**src/rtl/mul16_shift_add.sv**
```systemverilog
// rtl/mul16_shift_add.sv - sequential 16x16 shift-and-add multiplier around a 16-bit carry-lookahead adder
// Optional MUL_ZERO_BYPASS_EN: zero operands finish one cycle after accept instead of running all 16 steps.

module cla16_adder (
  input  logic [15:0] x_i,
  input  logic [15:0] y_i,
  input  logic        cin_i,
  output logic [15:0] sum_o,
  output logic        cout_o
);

  logic [15:0] g;
  logic [15:0] p;
  logic [16:0] c;
  logic [3:0]  grp_g;
  logic [3:0]  grp_p;
  logic [4:0]  grp_c;

  always_comb begin
    g     = x_i & y_i;
    p     = x_i ^ y_i;
    c     = '0;
    grp_g = '0;
    grp_p = '0;
    grp_c = '0;

    for (int k = 0; k < 4; k++) begin
      grp_g[k] = g[4*k+3]
               | (p[4*k+3] & g[4*k+2])
               | (p[4*k+3] & p[4*k+2] & g[4*k+1])
               | (p[4*k+3] & p[4*k+2] & p[4*k+1] & g[4*k]);
      grp_p[k] = &p[4*k +: 4];
    end

    // Second-level lookahead resolves every group carry-in directly from cin.
    grp_c[0] = cin_i;
    grp_c[1] = grp_g[0] | (grp_p[0] & cin_i);
    grp_c[2] = grp_g[1] | (grp_p[1] & grp_g[0]) | (grp_p[1] & grp_p[0] & cin_i);
    grp_c[3] = grp_g[2] | (grp_p[2] & grp_g[1]) | (grp_p[2] & grp_p[1] & grp_g[0])
             | (grp_p[2] & grp_p[1] & grp_p[0] & cin_i);
    grp_c[4] = grp_g[3] | (grp_p[3] & grp_g[2]) | (grp_p[3] & grp_p[2] & grp_g[1])
             | (grp_p[3] & grp_p[2] & grp_p[1] & grp_g[0])
             | (grp_p[3] & grp_p[2] & grp_p[1] & grp_p[0] & cin_i);

    for (int k = 0; k < 4; k++) begin
      c[4*k]   = grp_c[k];
      c[4*k+1] = g[4*k]   | (p[4*k]   & grp_c[k]);
      c[4*k+2] = g[4*k+1] | (p[4*k+1] & g[4*k])
               | (p[4*k+1] & p[4*k] & grp_c[k]);
      c[4*k+3] = g[4*k+2] | (p[4*k+2] & g[4*k+1])
               | (p[4*k+2] & p[4*k+1] & g[4*k])
               | (p[4*k+2] & p[4*k+1] & p[4*k] & grp_c[k]);
    end
    c[16] = grp_c[4];

    sum_o  = p ^ c[15:0];
    cout_o = c[16];
  end

endmodule

module mul16_shift_add #(
  parameter int WIDTH = 16,
  parameter int CNT_W = 5
) (
  input  logic                 clk,
  input  logic                 rst,
  input  logic                 in_valid,
  output logic                 in_ready,
  input  logic [WIDTH-1:0]     a,
  input  logic [WIDTH-1:0]     b,
  output logic                 out_valid,
  input  logic                 out_ready,
  output logic [2*WIDTH-1:0]   product,
  output logic                 ovf16,
  output logic                 busy
);

  typedef enum logic [1:0] {
    IDLE = 2'd0,
    RUN  = 2'd1,
    DONE = 2'd2
  } state_e;

  state_e               state_q;
  logic [WIDTH-1:0]     mcand_q;
  logic [2*WIDTH-1:0]   acc_q;
  logic [2*WIDTH-1:0]   acc_d;
  logic [CNT_W-1:0]     cnt_q;
  logic [CNT_W-1:0]     cnt_d;
  logic                 in_ready_q;
  logic                 busy_q;
  logic                 out_valid_q;
  logic [2*WIDTH-1:0]   product_q;
  logic                 ovf16_q;

  logic [WIDTH-1:0]     add_sum;
  logic                 add_cout;

  cla16_adder u_adder (
    .x_i    (acc_q[2*WIDTH-1:WIDTH]),
    .y_i    (mcand_q),
    .cin_i  (1'b0),
    .sum_o  (add_sum),
    .cout_o (add_cout)
  );

  // The adder carry becomes the top bit shifted in, so no product bit is ever dropped.
  always_comb begin
    acc_d = {1'b0, acc_q[2*WIDTH-1:1]};
    if (acc_q[0]) begin
      acc_d = {add_cout, add_sum, acc_q[WIDTH-1:1]};
    end
    cnt_d = cnt_q + CNT_W'(1);
  end

  always_ff @(posedge clk or posedge rst) begin
    if (rst) begin
      state_q     <= IDLE;
      mcand_q     <= '0;
      acc_q       <= '0;
      cnt_q       <= '0;
      in_ready_q  <= 1'b1;
      busy_q      <= 1'b0;
      out_valid_q <= 1'b0;
      product_q   <= '0;
      ovf16_q     <= 1'b0;
    end else begin
      case (state_q)
        IDLE: begin
          if (in_valid && in_ready_q) begin
            mcand_q    <= a;
            acc_q      <= {{WIDTH{1'b0}}, b};
            cnt_q      <= '0;
            state_q    <= RUN;
            in_ready_q <= 1'b0;
            busy_q     <= 1'b1;
`ifdef MUL_ZERO_BYPASS_EN
            // A zero operand jumps straight to the final count with a zero accumulator.
            if ((a == '0) || (b == '0)) begin
              acc_q <= '0;
              cnt_q <= CNT_W'(WIDTH);
            end
`endif
          end
        end

        RUN: begin
          if (cnt_q == CNT_W'(WIDTH)) begin
            state_q     <= DONE;
            busy_q      <= 1'b0;
            out_valid_q <= 1'b1;
            product_q   <= acc_q;
            ovf16_q     <= |acc_q[2*WIDTH-1:WIDTH];
          end else begin
            acc_q <= acc_d;
            cnt_q <= cnt_d;
          end
        end

        DONE: begin
          if (out_ready) begin
            state_q     <= IDLE;
            out_valid_q <= 1'b0;
            in_ready_q  <= 1'b1;
          end
        end

        default: begin
          state_q     <= IDLE;
          in_ready_q  <= 1'b1;
          busy_q      <= 1'b0;
          out_valid_q <= 1'b0;
        end
      endcase
    end
  end

  assign in_ready  = in_ready_q;
  assign busy      = busy_q;
  assign out_valid = out_valid_q;
  assign product   = product_q;
  assign ovf16     = ovf16_q;

endmodule

```
**config.mk**
```make
export PLATFORM = sky130hd
export DESIGN_NAME = mul16_shift_add
export DESIGN_NICKNAME = d
export VERILOG_FILES = /design/src/rtl/mul16_shift_add.sv
export SDC_FILE = /design/constraint.sdc
export NUM_CORES = 1
export LEC_CHECK = 0
export ABC_CLOCK_PERIOD_IN_PS = 6000
export BUFFER_PORTS_ARGS = -buffer_cell sky130_fd_sc_hd__buf_4
export CAP_MARGIN = 20
export CORE_MARGIN = 2
export CORE_UTILIZATION = 50
export DETAILED_ROUTE_END_ITERATION = 8
export GPL_TIMING_DRIVEN = 0
export PLACE_DENSITY = 0.72
export SYNTH_ARGS = -nofsm -noshare
export SYNTH_HDL_FRONTEND = slang
export SYNTH_SLANG_ARGS = --single-unit
export TNS_END_PERCENT = 1
```
**constraint.sdc**
```tcl
create_clock -name clk -period 6 [get_ports clk]
set_input_delay 0.3 -clock clk [delete_from_list [all_inputs] [get_ports clk]]
set_output_delay 0.3 -clock clk [all_outputs]
set_load 0.01 [all_outputs]
```
==> impl_results.md, run 1 <==
* Max Fanout on Critical Path at 5
* Layout cell share with drive strength beyond 1 at around a quarter
* Data required, critical path at 6.27 ns
* Die height at 98.6 um
* Destination of the critical timing path: acc_q[27]
* Total core area at 8720 um^2
* Mean area per synthesized cell at 10.4 um^2
* Endpoint class of the critical path: flop
* Cell Pwr Density at between 500 and 600 nW/um^2
* Switching part of the total at 37.9%
* Proportion of power drawn by combinational gates at 42.2%
* Initial standard-cell utilization of the core at between 50 and 60%
* Reg2Reg Capture Point: acc_q[27]
* Startpoint type of the worst setup path: flop
* Yosys warning total at 0
* Most area-hungry cell type in the Yosys netlist: dfrtp_1
* Clock tree skew after final layout at ~0.014 ns
* Number of global-route vias before repair at 3456
* Crit path from: acc_q[18]
* Insertion delay of the later-clocked pin in the worst-skew pair at approximately 0.36 ns
* Post-route clock period utilization at 48.9%
* Top-level port count at 72
* Sum Neg Setup Slack at 0 ns
* Reg2Reg Depth at 10
* Initial antenna violation count at 0
* Half-perimeter wire length after detailed placement at between 7 and 8 mm
* Kind of critical path: flop to flop
* Final layout net count at 573
* Pin slew with the least headroom to its limit at 0.613 ns
* Number of unique standard cell types used by synthesis at 53
* Number of maximum-capacitance constraint violations at 0
* VDD IR-drop max at 0.000225 V
* Leakage power figure at 2.74 nW
* Remaining routing DRC violations at 0
* Proportion of power drawn by the clock network at 20.0%
* FF+latch count, synth at 91
* Horizontal die dimension at 98.6 um
* Maximum frequency from static timing analysis at 341 MHz
* Area of the mapped netlist at 4480 um^2
* Number of synthesized flops with an enable pin at 0
* Internal power component at roughly 1.7 mW
* Mapped Nets at 490
* Count of TritonRoute iterations in the first routing pass at 5
* CTS clock-pin slew for the worst setup and hold paths at 0.10 ns
* Hold_buf cts at 0
* Number of buffers inserted during clock tree synthesis at 9
* Depth of the CTS H-tree at 3
* Cells after Synth at 432
* Total routed wirelength at 10.1 mm
* Detailed router's first-iteration violation count at 189
* Flop pwr share at 37.8%
* Worst setup slack after layout at 3.07 ns
* Worst slew margin at 59.2%
* Maximum number of pins on one net before global-route repair at 50
* Number of buffers inserted by post-CTS setup repair at 0
* Vias post-DR at 3534
* Seq/Total Area, Yosys at a little over 50%
* Hold WC Path Type: input port to async pin
* Switching Power at between 1 and 1.5 mW
* Total setup violations reported at the end of the flow at 0
* Unrepaired setup endpoints after global routing: no
* Run status: complete, no violations
* Synth top area cells: dfrtp_1 (50%), nand2_1 (7.9%), ha_1 (5.0%)
* Top_reg_cell synth: dfrtp_1
* Hold Fails Final Rpt at 0
* Buffer cell driving the clock tree root: clkbuf_8
* Row cnt at 34
* Synthesis-to-finish area growth at 21.5%
* First-pass GRT wire length at 17.2 mm
* Data arrival time at the worst-slack endpoint at 3.21 ns
* RD Place Congestion at 0.851
* R2R Path Start: acc_q[18]
* CTS tree: yes
* Register-to-register setup slack at 3.07 ns
* Global-route usage over all layers at 22.0%
* Number of antenna diodes at 0
* Worst slack at placement at 3.14 ns
* Async set or reset register ratio after synthesis at 100%
* WL per Instance at 16.2 um
* Final number of max-transition violations at 0
* Overall power of the completed layout at between 2 and 3 mW
* Count of input and output buffers at 71
* Detail Route Antenna Nets at 0
* Area enclosed by the die boundary at about 9700 um^2
* Sink Count at 91
* Top-area cell type share of the netlist area at 50.3%
* Grt total ovfl at 0
* Routed vias/inst at 5.63
* Buffer levels on the longest clock path at 2
* Minimum clock period at 2.93 ns
* Post-cts resize count at 0
## critical path, stage by stage, from the launching register on
cell,delay (ns)
dfrtp_1,0.44
ha_1,0.38
a41o_1,0.28
nor3b_4,0.17
o31ai_2,0.36
a31oi_1,0.23
nor2b_1,0.21
fa_1,0.44
nand2_1,0.08
o211ai_1,0.08
o21ai_0,0.20
## metrics by stage
| step | hold WS, ns | instances | area, um^2 | util (%) |
|---|---|---|---|---|
| after floorplan | 0.386 | 432 | 4480 | - |
| after global placement | 0.468 | 611 | 5150 | 59.0 |
| after detailed placement | 0.405 | 612 | 5180 | 59.4 |
| after CTS | 0.0192 | 628 | 5440 | 62.4 |
| after global routing | 0.0377 | 628 | 5440 | 62.4 |
| final | 0.00413 | 628 | 5440 | 62.4 |
## cells by family after synthesis
logic type	share of synthesized area, %
compound gates	12.7
buf+inv	3.41
xor+xnor	2.15
fa+ha+maj	6.82
flops	50.9
mux	8.83
simple gates	15.2
## metal layers
| layer | part of all wire (%) | wire length [um] | GRT usage, % |
|---|---|---|---|
| met1 | 43 | 4370 | 30.1 |
| met4 | 1.8 | 182 | 7.48 |
| met5 | 0 | 0 | 0 |
| met2 | 49 | 4930 | 35.5 |
| met3 | 6.5 | 659 | 4.33 |
## cell type report
class                           instances  area, um^2
Fill cell                             713        3280
Buffer                                 21        85.1
Multi-Input combinational cell        302        2050
Timing Repair Buffer                   72         561
Sequential cell                        91        2280
Inverter                               18        70.1
Tap cell                              108         135
Clock inverter                          5         125
Clock buffer                           11         141
## how the worst min path moves through the flow
stage,from,endpoint,slack (ns)
after CTS,rst,product[4],0.02
final,rst,cnt_q[0],0.004
after floorplan,out_ready,state_q[1],0.39
after global routing,rst,acc_q[4],0.04
after detailed placement,rst,product[5],0.40
after global placement,ovf16,ovf16,0.47
## synth_stat cells, types with 4 or more instances
| cell type | count |
|---|---|
| nand2_1 | 94 |
| dfrtp_1 | 90 |
| nand3_1 | 13 |
| nor2b_1 | 4 |
| clkbuf_1 | 14 |
| a22oi_1 | 14 |
| o21ai_1 | 17 |
| xnor2_1 | 8 |
| o21ai_0 | 15 |
| mux2_2 | 20 |
| fa_1 | 4 |
| ha_1 | 18 |
| mux2i_1 | 8 |
| a31oi_1 | 5 |
| nor2_1 | 13 |
| mux2_1 | 8 |
| a21oi_1 | 12 |
| inv_1 | 16 |
| nor4_1 | 4 |
| buf_2 | 5 |
## power groups by stage
| stage | clock, mW | sequential, mW | combinational [mW] |
|---|---|---|---|
| after floorplan | 0 | 1.03 | 0.774 |
| after global placement | 0 | 1.03 | 1.11 |
| after detailed placement | 0 | 1.04 | 1.15 |
| after CTS | 0.552 | 1.03 | 1.16 |
| after global routing | 0.572 | 1.07 | 1.29 |
| final | 0.544 | 1.03 | 1.15 |
## state kept, by name, summed over array words and instances (netlist names)
name,cells
out_valid,1
in_ready,1
busy,1
ovf16,1
cnt_q,5
mcand_q,16
acc_q,32
product,32
state_q,2
## cell usage in the layout, fill, tap and decap left out, types with 5 or more instances in the layout
master     n
clkbuf_1  15
nor2_1    13
ha_1      18
buf_2      5
a31oi_1    5
dfrtp_1   90
mux2i_1    8
o21ai_1   17
mux2_2    20
mux2_1     8
nand2_1   94
clkbuf_8  10
buf_4     71
o21ai_0   15
nand3_1   13
a21oi_1   12
inv_1     15
a22oi_1   14
xnor2_1    8
(Power assumes the default switching activity.)
==> run 2: changes to the inputs <==
- ABC_AREA: default -> 1
- ABC_CLOCK_PERIOD_IN_PS: 6000 -> 2500
- PLACE_DENSITY: 0.72 -> 0.74
- clock period: 6 -> 2.5 ns (I/O delays scaled with it)
==> run 2 against run 1 <==
Against the previous run: worst setup slack got worse by 2.9 ns; combinational power rose to 3.3 times the previous value; sequential share of layout area decreased by 3.3 points; synthesized cell count rose by 20%; area after synthesis grew 3.0%; cell area rose by 8.6%; count of clock-buffer cells in the layout is 1 higher; hold slack gained 0.017 ns; critical path depth up 3; flip-flop and latch count stayed put; core utilization grew 2.5 points; critical path type unchanged; largest cell class unchanged.
==> impl_results.md, run 2 <==
* Final worst hold slack at between 0.02 and 0.025 ns
* Top-area cell type share of the netlist area at 48.8%
* Grt total ovfl at 0
* Mapped Nets at around 580
* VDD IR-drop max at 0.000610 V
* Mux cell area share after synthesis at 0%
* Hold Fails Final Rpt at 0
* Count of input and output buffers at 71
* XOR/XNOR share of the synthesized area at less than 1%
* CTS clock-pin slew for the worst setup and hold paths at ~0.090 ns
* Top library cells by usage in the layout, fill and taps aside: nand2_1 (149), dfrtp_1 (90), buf_4 (71)
* Synthesis-to-finish area growth at 28.1%
* Row cnt at 35
* Detail Route Antenna Nets at 0
* Data required, critical path at 2.75 ns
* Combinational family with the most area after synthesis: simple AND/OR/NAND/NOR gates
* WL per Instance at 14.8 um
* Area of the mapped netlist at 4610 um^2
* Routed vias/inst at about 5.4
* RD Place Congestion at 0.879
* Synth cell count leaders: nand2_1 (150), dfrtp_1 (90), inv_1 (66)
* Number of antenna diodes at 0
* Layout cell share with drive strength beyond 1 at 22.4%
* R2R Path Start: mcand_q[3]
* Area enclosed by the die boundary at 10000 um^2
* Buffer levels on the longest clock path at 2
* Vias post-DR at 4065
* Horizontal die dimension at 100 um
* Maximum number of pins on one net before global-route repair at 65
* Post-placement cell area at 5320 um^2
* Top-level port count at 72
* Final number of max-transition violations at 0
* Yosys warning total at 0
* Run status: complete, no violations
* Minimum clock period at 2.30 ns
* Count leader, synth: nand2_1
* Most common cell after layout, fill and taps aside: nand2_1
* Worst setup slack after layout at 0.202 ns
* FF+latch count, synth at roughly 90
* Leakage power figure at 2.98 nW
* Post-synthesis simple-gate area fraction at 18.5%
* Total setup violations reported at the end of the flow at 0
* CTS tree: yes
* Crit path from: mcand_q[3]
* Cell area after layout at a little under 6000 um^2
* Hold WC Path Type: input port to flop
* Total routed wirelength at between 10 and 15 mm
* Pin slew with the least headroom to its limit at 0.647 ns
* Mean area per synthesized cell at roughly 9 um^2
* Global-route usage over all layers at a little under a quarter
* Seq/Total Area, Yosys at about half
* Insertion delay of the later-clocked pin in the worst-skew pair at between 0.3 and 0.4 ns
* Top_reg_cell synth: dfrtp_1
* Total core area at 9110 um^2
* Buffer cell driving the clock tree root: clkbuf_8
* Number of maximum-capacitance constraint violations at 0
* Detailed router's first-iteration violation count at 185
* Post-route clock period utilization at about nine tenths
* Worst slew margin at 56.9%
* Max Fanout on Critical Path at 4
* Number of unique standard cell types used by synthesis at 36
* Adder-cell area share of the yosys netlist at roughly 6.6%
* Initial antenna violation count at 0
* First-pass GRT wire length at 18.4 mm
* Number of global-route vias before repair at ~3900
* Cell Pwr Density at approximately 1300 nW/um^2
* Most area-hungry cell type in the Yosys netlist: dfrtp_1
* Compound-gate portion of the synthesized area at roughly 16%
* Overall power of the completed layout at 7.45 mW
* Number of buffers inserted during clock tree synthesis at 9
* Clock tree skew after final layout at between 0.007 and 0.008 ns
* Half-perimeter wire length after detailed placement at 7.80 mm
* Sum Neg Setup Slack at 0 ns
* Data arrival time at the worst-slack endpoint at 2.55 ns
* Min-Delay Startpoint: b[1]
* Unrepaired setup endpoints after global routing: no
* Die height at 100 um
* Remaining routing DRC violations at 0
* Synth top area cells: dfrtp_1 (49%), nand2_1 (12%), inv_1 (5.4%)
* Kind of critical path: flop to flop
* Cells after Synth at 519
* Endpoint class of the critical path: flop
* Maximum frequency from static timing analysis at 435 MHz
* Startpoint type of the worst setup path: flop
* Number of synthesized flops with an enable pin at 0
* Depth of the CTS H-tree at 3
* Worst slack at placement at 0.109 ns
* Initial standard-cell utilization of the core at about half
* Sink Count at between 90 and 100
* Final layout net count at between 600 and 700
* Count of TritonRoute iterations in the first routing pass at 5
* Async set or reset register ratio after synthesis at 100%
## run 2: changes by cell type after synthesis, moves of 13 or more
cell and change:
mux2_2 -20, o21ai_1 +23, a22oi_1 -14, o221ai_2 +13, nand2_1 +56, inv_1 +50
## run 2: layout make-up
class | instances | area, um^2
clock inverter | 4 | 72.6
buffer | 21 | 155
sequential | 91 | 2280
fill | 738 | 3200
inverter | 71 | 274
clock buffer | 12 | 155
multi-input combinational | 336 | 1970
timing repair buffer | 103 | 871
tap | 111 | 139
## run 2: kinds of logic after synthesis
group	after synthesis
AOI/OAI and AO/OA	109
and+or+nand+nor	202
buffers and inverters	92
adders and majority gates	22
xor gates and xnor gates	3
DFF	91
## run 2: path summary, 6_finish.rpt
check                               to  slack (ns)  cells past startpoint
max                          acc_q[24]        0.20                     13
min                           acc_q[1]        0.02                      3
max reg2reg                  acc_q[24]        0.20                     13
min reg2reg                mcand_q[11]        0.49                      2
max in group asynchronous     in_ready        1.53                      4
min in group asynchronous  product[14]        0.30                      3
## run 2: metrics by stage
stage / util (%) / cells
floorplan: - / 519
global placement: 58.0 / 701
detailed placement: 58.4 / 702
CTS: 64.3 / 749
global route: 64.9 / 749
finish: 64.9 / 749
## run 2: timing repair
item / 4_1_cts / 5_1_grt
gates resized for setup: 0 / 6
buffers inserted: 0 / 0
setup endpoints to repair: 0 / 2
hold endpoints to repair: 57 / 0
hold buffers: 31 / 0
## run 2: metal layers
metal	global-route usage [%]	vias up	share of wire [%]
met5	0	-	0
met4	8.96	0	2.4
met3	4.46	27	6.3
met2	38.8	149	49
met1	30.9	1962	42
li1	-	1927	-
## run 2: where the power goes
group          internal, mW  switching [mW]
clock                 0.617           0.508
combinational          1.59            2.24
sequential             2.10           0.395
total                  4.31            3.14
## run 2: worst max-delay path, stage by stage, from the launching register on
cell,delay (ns)
dfrtp_1,0.40
ha_1,0.34
or2_0,0.12
nand2_1,0.06
nand2_2,0.10
nand2_1,0.06
nand2_1,0.10
inv_1,0.06
fa_1,0.37
or2_2,0.30
nand3_1,0.07
o21ai_0,0.08
nand3_1,0.08
o21ai_1,0.06
==> run 3: changes to the inputs <==
- GPL_TIMING_DRIVEN: 0 -> 1
- SYNTH_HIERARCHICAL: default -> 1
==> run 3 against run 2 <==
Against the previous run: clock skew up 0.0099 ns; flip-flop and latch count is the same; core utilization is 3.7 points lower; sequential power is essentially flat; register-to-register slack about the same; area after synthesis is 7.6% higher; total power decreased by 8.2%; count of clock-buffer cells in the layout down 1; cell count grew 11%; wire length up 2.4%; sequential share of layout area decreased by 0.13 points; critical path type unchanged.
==> impl_results.md, run 3 <==
* Run status: complete, no violations
* Top-level port count at 72
* Placed insts at ~800
* Top library cells by usage in the layout, fill and taps aside: nand2_1 (226), dfrtp_1 (90), buf_4 (79)
* Number of synthesized flops with an enable pin at 0
* Area enclosed by the die boundary at 10700 um^2
* CTS tree: yes
* Proportion of power drawn by combinational gates at 49.4%
* Sum Neg Setup Slack at 0 ns
* Flop pwr share at between 30% and 40%
* Buffer cell driving the clock tree root: clkbuf_8
* Worst slack at placement at roughly 0.23 ns
* Final layout net count at 755
* Total core area at ~9700 um^2
* Initial standard-cell utilization of the core at between 50 and 60%
* Grt total ovfl at 0
* Count leader, synth: nand2_1
* Max Fanout on Critical Path at 5
* Synthesis-to-finish area growth at 19.5%
* Switching Power at 3.04 mW
* RD Place Congestion at 0.895
* Post-cts resize count at 0
* Number of maximum-capacitance constraint violations at 0
* Worst setup slack after layout at 0.211 ns
* Highest-delay cell along the critical path: dfrtp_1
* Horizontal die dimension at between 100 and 150 um
* Total setup violations reported at the end of the flow at 0
* Total routed wirelength at around 11 mm
* CTS clock-pin slew for the worst setup and hold paths at 0.10 ns
* Most area-hungry cell type in the Yosys netlist: dfrtp_1
* Hold Fails Final Rpt at 0
* Synth cell count leaders: nand2_1 (226), dfrtp_1 (90), inv_1 (56)
* Number of cells in the finished layout apart from fillers at ~840
* Yosys warning total at 6
* Data required, critical path at 2.76 ns
* Number of buffers inserted during clock tree synthesis at 9
* Leakage power figure at between 3 and 4 nW
* Top-area cell type share of the netlist area at ~45%
* Post-placement cell area at 5590 um^2
* Buffer levels on the longest clock path at 2
* Insertion delay of the later-clocked pin in the worst-skew pair at 0.38 ns
* Global-route usage over all layers at 22.2%
* Routed vias/inst at 5.14
* Hold_buf cts at 16
* Half-perimeter wire length after detailed placement at 7.82 mm
* Cell mode on critical path: nand2_1
* Initial antenna violation count at 0
* Sink Count at 91
* Synth top area cells: dfrtp_1 (45%), nand2_1 (17%), o21ai_2 (4.9%)
* Detail Route Antenna Nets at 0
* Kind of critical path: flop to flop
* Layout cell share with drive strength beyond 1 at 20.7%
* Area of the mapped netlist at 4960 um^2
* Cell area after layout at 5930 um^2
* First-pass GRT wire length at 19.4 mm
* Clock tree skew after final layout at roughly 0.017 ns
* WL per Instance at approximately 14 um
* Data arrival time at the worst-slack endpoint at 2.55 ns
* Maximum number of pins on one net before global-route repair at 66
* Proportion of power drawn by the clock network at roughly 14%
* Minimum clock period at 2.29 ns
* Pin slew with the least headroom to its limit at between 0.5 and 0.6 ns
* Internal power component at around 3.8 mW
* Number of unique standard cell types used by synthesis at 37
* Mean area per synthesized cell at 8.09 um^2
* VDD IR-drop max at 0.000631 V
* FF+latch count, synth at 91
* Row cnt at 36
* Cell breakdown of the critical path: ha_1 -> nand2_1 -> nand2_1 -> nand2_1 -> nand2_1 -> a21oi_1 -> nand2_2 -> fa_1 -> xor2_1 -> nand2_1 -> o21ai_0 -> nand2_1 -> o21ai_0
* Number of buffers inserted by post-CTS setup repair at 0
* Vias post-DR at roughly 4300
* Final number of max-transition violations at 0
* Number of antenna diodes at 0
* Endpoint class of the critical path: flop
* Maximum frequency from static timing analysis at 437 MHz
* Switching part of the total at about 44%
* Cell Pwr Density at 1150 nW/um^2
* Hold WC Path Type: input port to flop
* Count of input and output buffers at 71
* Most common cell after layout, fill and taps aside: nand2_1
* Die height at 104 um
* Top_reg_cell synth: dfrtp_1
* Detailed router's first-iteration violation count at 195
* Seq/Total Area, Yosys at 45.9%
* Longest individual stage delay on the worst path at 0.41 ns
* Number of global-route vias before repair at 4257
* Worst slew margin at 60.9%
* Unrepaired setup endpoints after global routing: no
* Count of TritonRoute iterations in the first routing pass at 5
* Cells after Synth at about 610
* Depth of the CTS H-tree at 3
* Remaining routing DRC violations at 0
* Startpoint type of the worst setup path: flop
* Post-route clock period utilization at 91.6%
* Async set or reset register ratio after synthesis at 100%
* Count of filler cells inserted in the layout at 868
run 3: cell count changes after synthesis, sizes merged, moves of 3 or more:
| cell | before | now |
|---|---|---|
| xnor2 | 0 | 3 |
| nand3 | 20 | 44 |
| inv | 70 | 61 |
| nand2 | 153 | 234 |
| buf | 16 | 19 |
| o221ai | 13 | 0 |
| o211ai | 7 | 0 |
| a21oi | 19 | 9 |
| o21ai | 64 | 75 |
| nor2 | 15 | 27 |
run 3: layout make-up:
| class | count | area, um^2 | area share [%] |
|---|---|---|---|
| Multi-Input combinational cell | 437 | 2280 | 38.5 |
| Sequential cell | 91 | 2280 | 38.4 |
| Timing Repair Buffer | 97 | 793 | 13.4 |
| Inverter | 61 | 233 | 3.92 |
| Tap cell | 133 | 166 | 2.81 |
| Clock buffer | 11 | 141 | 2.38 |
| Clock inverter | 5 | 37.5 | 0.633 |
run 3: power by group through the flow:
stage	sequential [mW]	combinational, mW	clock (mW)
finish	2.51	3.38	0.949
global route	2.60	3.82	1.04
CTS	2.51	3.38	0.978
detailed placement	2.53	3.35	0
global placement	2.51	3.21	0
floorplan	2.49	2.42	0
run 3: worst paths after layout:
check	startpoint	endpoint	slack, ns	cells after the start
max	acc_q[21]	acc_q[28]	0.21	13
min	in_valid	in_ready	0.02	4
max reg2reg	acc_q[21]	acc_q[28]	0.21	13
min reg2reg	mcand_q[1]	mcand_q[1]	0.49	2
max in group asynchronous	rst	in_ready	1.44	4
min in group asynchronous	rst	product[19]	0.34	3
run 3: critical path, delay by kind of cell, from the launching register on:
| family | cells | cell delay [ns] |
|---|---|---|
| fa+ha+maj | 2 | 0.76 |
| simple gates | 7 | 0.56 |
| flops | 1 | 0.41 |
| compound gates | 3 | 0.30 |
| xor+xnor | 1 | 0.15 |
run 3: per-layer routing:
metal / GRT usage [%] / routed length (um)
met4: 7.72 / 182
met3: 6.23 / 701
met5: 0 / 0
met2: 37.6 / 5580
met1: 27.2 / 4900
run 3: per-stage QoR:
| step | total power, mW | hold WS [ns] | util, % |
|---|---|---|---|
| 3_5_place_dp | 5.89 | 0.171 | 57.8 |
| 6_report | 6.84 | 0.0204 | 61.3 |
| 4_1_cts | 6.87 | 0.00374 | 61.3 |
| 2_1_floorplan | 4.91 | 0.270 | - |
| 5_1_grt | 7.46 | 0.0314 | 61.3 |
| 3_3_place_gp | 5.72 | 0.160 | 57.8 |
run 3: kinds of logic after synthesis:
family / after synthesis / synth area share (%)
other cells: 1 / 0.0755
xor+xnor: 8 / 1.41
buf+inv: 87 / 8.22
flops: 91 / 45.9
simple gates: 315 / 26.7
fa+ha+maj: 22 / 6.15
compound gates: 90 / 11.5
